--- config.mk ---
export PLATFORM = sky130hd
export DESIGN_NAME = gray_rgb565_expander
export DESIGN_NICKNAME = d
export VERILOG_FILES = /design/src/rtl/gray_rgb565_expander_pkg.sv /design/src/rtl/gray_to_rgb565_pixel.sv /design/src/rtl/gray_rgb565_expander.sv
export SDC_FILE = /design/constraint.sdc
export NUM_CORES = 1
export LEC_CHECK = 0
export ABC_AREA = 1
export CAP_MARGIN = 20
export CORE_MARGIN = 2
export CORE_UTILIZATION = 45
export CTS_CLUSTER_DIAMETER = 100
export DETAILED_ROUTE_END_ITERATION = 8
export PLACE_DENSITY = 0.86
export SYNTH_ARGS = -nofsm -noshare
export SYNTH_HDL_FRONTEND = slang
export SYNTH_HIERARCHICAL = 1
export SYNTH_SLANG_ARGS = --single-unit
--- constraint.sdc ---
create_clock -name clock -period 2 [get_ports clock]
set_input_delay 0.2 -clock clock [delete_from_list [all_inputs] [get_ports clock]]
set_output_delay 0.2 -clock clock [all_outputs]
set_load 0.02 [all_outputs]
--- src/rtl/gray_rgb565_expander_pkg.sv ---
// ============================================================================
// gray_rgb565_expander_pkg : shared widths and FSM encoding for the expander
// Rev 1.0
// ============================================================================
`default_nettype none

package gray_rgb565_expander_pkg;

  localparam int unsigned c_PIX_W  = 8;
  localparam int unsigned c_RGB_W  = 16;
  localparam int unsigned c_WORD_W = 32;
  localparam int unsigned c_CNT_W  = 16;

  typedef enum logic [1:0] {
    ST_EMPTY  = 2'd0,
    ST_FIRST  = 2'd1,
    ST_SECOND = 2'd2
  } state_t;

endpackage

`default_nettype wire

--- src/rtl/gray_to_rgb565_pixel.sv ---
// ============================================================================
// gray_to_rgb565_pixel : replicates one 8-bit gray level into an RGB565 pixel
// Rev 1.0
// ============================================================================
`default_nettype none

module gray_to_rgb565_pixel
  import gray_rgb565_expander_pkg::*;
#(
  parameter bit SWAP_BYTES = 1'b1
) (
  input  logic [c_PIX_W-1:0] gray,
  output logic [c_RGB_W-1:0] rgb
);

  logic [c_RGB_W-1:0] pix;

  assign pix = {gray[7:3], gray[7:2], gray[7:3]};

  // Swapped form matches the byte order the grayscale converter reads from memory
  generate
    if (SWAP_BYTES) begin : g_swap
      assign rgb = {pix[7:0], pix[15:8]};
    end else begin : g_native
      assign rgb = pix;
    end
  endgenerate

endmodule

`default_nettype wire

--- src/rtl/gray_rgb565_expander.sv ---
// ============================================================================
// gray_rgb565_expander : four gray pixels in, two RGB565 output words out
// Rev 1.0
// ============================================================================
`default_nettype none

module gray_rgb565_expander
  import gray_rgb565_expander_pkg::*;
#(
  parameter bit SWAP_BYTES = 1'b1
) (
  input  logic                clock,
  input  logic                nReset,
  input  logic                clear,
  input  logic                inValid,
  input  logic [c_WORD_W-1:0] inData,
  input  logic                inLast,
  output logic                inReady,
  output logic                outValid,
  output logic [c_WORD_W-1:0] outData,
  output logic                outLast,
  input  logic                outReady,
  output logic [c_CNT_W-1:0]  wordCount
);

  state_t              state_q, state_d;
  logic [c_WORD_W-1:0] hold_q, hold_d;
  logic                last_q, last_d;
  logic [c_CNT_W-1:0]  count_q, count_d;

  logic               in_fire;
  logic               out_fire;
  logic [c_PIX_W-1:0] pix_lo;
  logic [c_PIX_W-1:0] pix_hi;
  logic [c_RGB_W-1:0] rgb_lo;
  logic [c_RGB_W-1:0] rgb_hi;

  gray_to_rgb565_pixel #(.SWAP_BYTES(SWAP_BYTES)) u_pix_lo (
    .gray (pix_lo),
    .rgb  (rgb_lo)
  );

  gray_to_rgb565_pixel #(.SWAP_BYTES(SWAP_BYTES)) u_pix_hi (
    .gray (pix_hi),
    .rgb  (rgb_hi)
  );

  always_comb begin
    state_d  = state_q;
    hold_d   = hold_q;
    last_d   = last_q;
    count_d  = count_q;
    inReady  = 1'b0;
    outValid = 1'b0;
    outLast  = 1'b0;
    pix_lo   = hold_q[7:0];
    pix_hi   = hold_q[15:8];

    case (state_q)
      ST_EMPTY:  inReady = 1'b1;
      ST_FIRST:  outValid = 1'b1;
      ST_SECOND: begin
        outValid = 1'b1;
        outLast  = last_q;
        inReady  = outReady;
        pix_lo   = hold_q[23:16];
        pix_hi   = hold_q[31:24];
      end
      default: ;
    endcase

    in_fire  = inValid & inReady;
    out_fire = outValid & outReady;
    outData  = outValid ? {rgb_hi, rgb_lo} : '0;

    case (state_q)
      ST_EMPTY:  if (in_fire) state_d = ST_FIRST;
      ST_FIRST:  if (out_fire) state_d = ST_SECOND;
      // inReady follows outReady here, so an input can only land alongside an output
      ST_SECOND: if (out_fire) state_d = in_fire ? ST_FIRST : ST_EMPTY;
      default:   state_d = ST_EMPTY;
    endcase

    if (in_fire) begin
      hold_d = inData;
      last_d = inLast;
    end

    if (out_fire) begin
      count_d = outLast ? '0 : count_q + 16'd1;
    end

    if (clear) begin
      state_d = ST_EMPTY;
      hold_d  = '0;
      last_d  = 1'b0;
      count_d = '0;
    end
  end

  always_ff @(posedge clock or negedge nReset) begin
    if (!nReset) begin
      state_q <= ST_EMPTY;
      hold_q  <= '0;
      last_q  <= 1'b0;
      count_q <= '0;
    end else begin
      state_q <= state_d;
      hold_q  <= hold_d;
      last_q  <= last_d;
      count_q <= count_d;
    end
  end

  assign wordCount = count_q;

endmodule

`default_nettype wire
==> results.md <==
* Crit Path Max Fanout at 3
* GRT Total Usage at 18.5%
* Port bufs at 80
* Fin util at 57.9%
* Clock Latency Late Sink at 0.29 ns
* CP Data Required Time at 1.80 ns
* R2R Setup Slk at 0.19 ns
* Total congestion overflow at 0
* Sinks on the clock net at 43
* Max Slew Vio Count at 0
* Least-Margin Pin Slew at 0.776 ns
* Flip-flop and latch area at 1080 µm²
* Row count at 28
* Initial Utilization at 47.3%
* Area of the multi-input gates at 1140 µm²
* Final HPWL DP at 4570 µm
* Syn nets at 453
* Area after DPL at 3510 µm²
* Met2 usage at 34.3%
* Ports at 89
* Crit path launch type: flip-flop
* CTS buffer count at 5
* Routed Antenna Nets at 0
* Mean routed wirelength per cell at 11.6 µm
* Power Density at 916 nW/µm²
* Run status: complete, but fails checks
* Met1 GRT Util at 22.0%
* Post-Synthesis Cell Area at 2850 µm²
* Core area at 6030 µm²
* Layout cell share with drive strength beyond 1 at 16.0%
* Fin Hold WS at -0.0149 ns
* Largest net degree at the start of global routing at 51
* Syn_area_per_cell at 6.97 µm²
* Period utilisation layout at 95.0%
* Failing checks: negative hold slack
* DR vias/cell at 4.79
* Max frequency at 0.526 GHz
* DRT iter0 DRCs at 128
* Yosys warns at 6
* Finished Cell Area at 3490 µm²
* Max Cap Viol at 0
* Die Area at 6990 µm²
* CTS Hold Bufs at 0
* Residual DRC at 0
* First-pass DRT Iterations at 4
* GP Congestion at 0.879
* Clk slew on worst S/H paths at 0.08 ns
* Final min period at 1.90 ns
* Final Hold Viols at 33
* Worst Hold Class: input port to async pin
* Final net count at 499
* Final WL at 6180 µm
* Clock root cell: clkbuf_8
* Maximum clock path buffer count at 2
* H-tree depth at 2
* TritonCTS clock tree: built
* P_leak at 1.91 nW
* Worst VDD drop at 0.634 mV
* Diodes inserted at 0
* Setup Viol. Count Final at 0
* Met3 usage at 3.86%
* CP endpoint kind: primary output
* Die Ht at 83.6 µm
* DR vias at 2542
* Crit path kind: flip-flop to primary output
* RSZ-0062 raised after global routing: true
* Most Crowded Layer GR: met2
* WP data arrival at 1.70 ns
* Initial antenna violation count at 0
* Die W at 83.6 µm
* Fillers at 575
* Vias in the first global route at 2485
* Max_slew headroom at 48.3%
* Cells after Synth at 409
* First-pass GRT wire length at 10900 µm
* Clk_skew at 0.00407 ns
* Synthesis-to-finish area growth at 22.4%
-- cell type report --
type,count,share of cell area [%]
inverter,84,9.04
timing repair buffer,91,22.3
clock buffer,5,1.97
sequential,43,30.8
multi-input combinational,230,32.7
tap,75,2.69
clock inverter,3,0.430
-- report_power, final --
part | internal (mW) | total [mW] | switching [mW]
Sequential | 0.978 | 1.04 | 0.0612
Clock | 0.239 | 0.523 | 0.283
Combinational | 0.626 | 1.63 | 1.01
-- cell usage in the layout (no fill, tap or decap), drive strengths merged --
cell / count
o21ai: 45
clkbuf: 28
nand3: 38
clkinv: 3
dlygate4sd2: 3
nor3: 1
inv: 84
ha: 6
a22o: 1
nor2: 27
clkdlybuf4s15: 4
nand2: 96
o22ai: 2
dfrtp: 43
nand4: 2
buf: 17
a21oi: 3
o21bai: 7
and2: 1
and3: 1
clkdlybuf4s50: 44
-- worst paths after layout --
| check | startpoint | endpoint | cells past startpoint |
|---|---|---|---|
| hold reg to reg | hold_q[6] | hold_q[6] | 2 |
| max in group asynchronous | nReset | state_q[0] | 2 |
| hold / removal | nReset | wordCount[15] | 1 |
| setup reg to reg | state_q[1] | wordCount[12] | 11 |
| setup / recovery | state_q[0] | inReady | 8 |
| min in group clock | inData[6] | hold_q[6] | 3 |
-- through the flow --
step           setup WS (ns)  total power, mW  instances  setup TNS [ns]
4_1_cts            0.0000207             3.29        531               0
2_1_floorplan          0.228             2.30        409               0
3_3_place_gp         -0.0220             2.74        523         -0.0739
5_1_grt             -0.00914             3.45        531        -0.00914
6_report              0.0992             3.20        531               0
3_5_place_dp         -0.0809             2.80        523           -1.58
-- repair_timing --
action / CTS / global route
setup endpoints to repair: 35 / 33
setup buffers: 0 / 0
endpoints found under the hold margin: 0 / 0
resized for setup: 82 / 40
-- metal layers --
layer	wire (µm)	share of wire [%]	up-vias
li1	-	-	1306
met1	2740	44	1158
met2	3080	50	71
met3	303	4.9	7
met4	55	0.89	0
met5	0	0	-
-- worst max-delay path, cell delays in order (launching register included) --
cell and delay, ns:
dfrtp_1 0.36, inv_1 0.06, ha_2 0.20, buf_4 0.14, nand2_1 0.06, inv_2 0.03
nor2_2 0.14, inv_1 0.08, dlygate4sd2_1 0.32
-- state kept, by name, indices dropped and copies added (netlist names) --
name / flops
state_q: 2
hold_q: 24
last_q: 1
wordCount: 16
No activity file was read; power rests on OpenSTA's default activity.
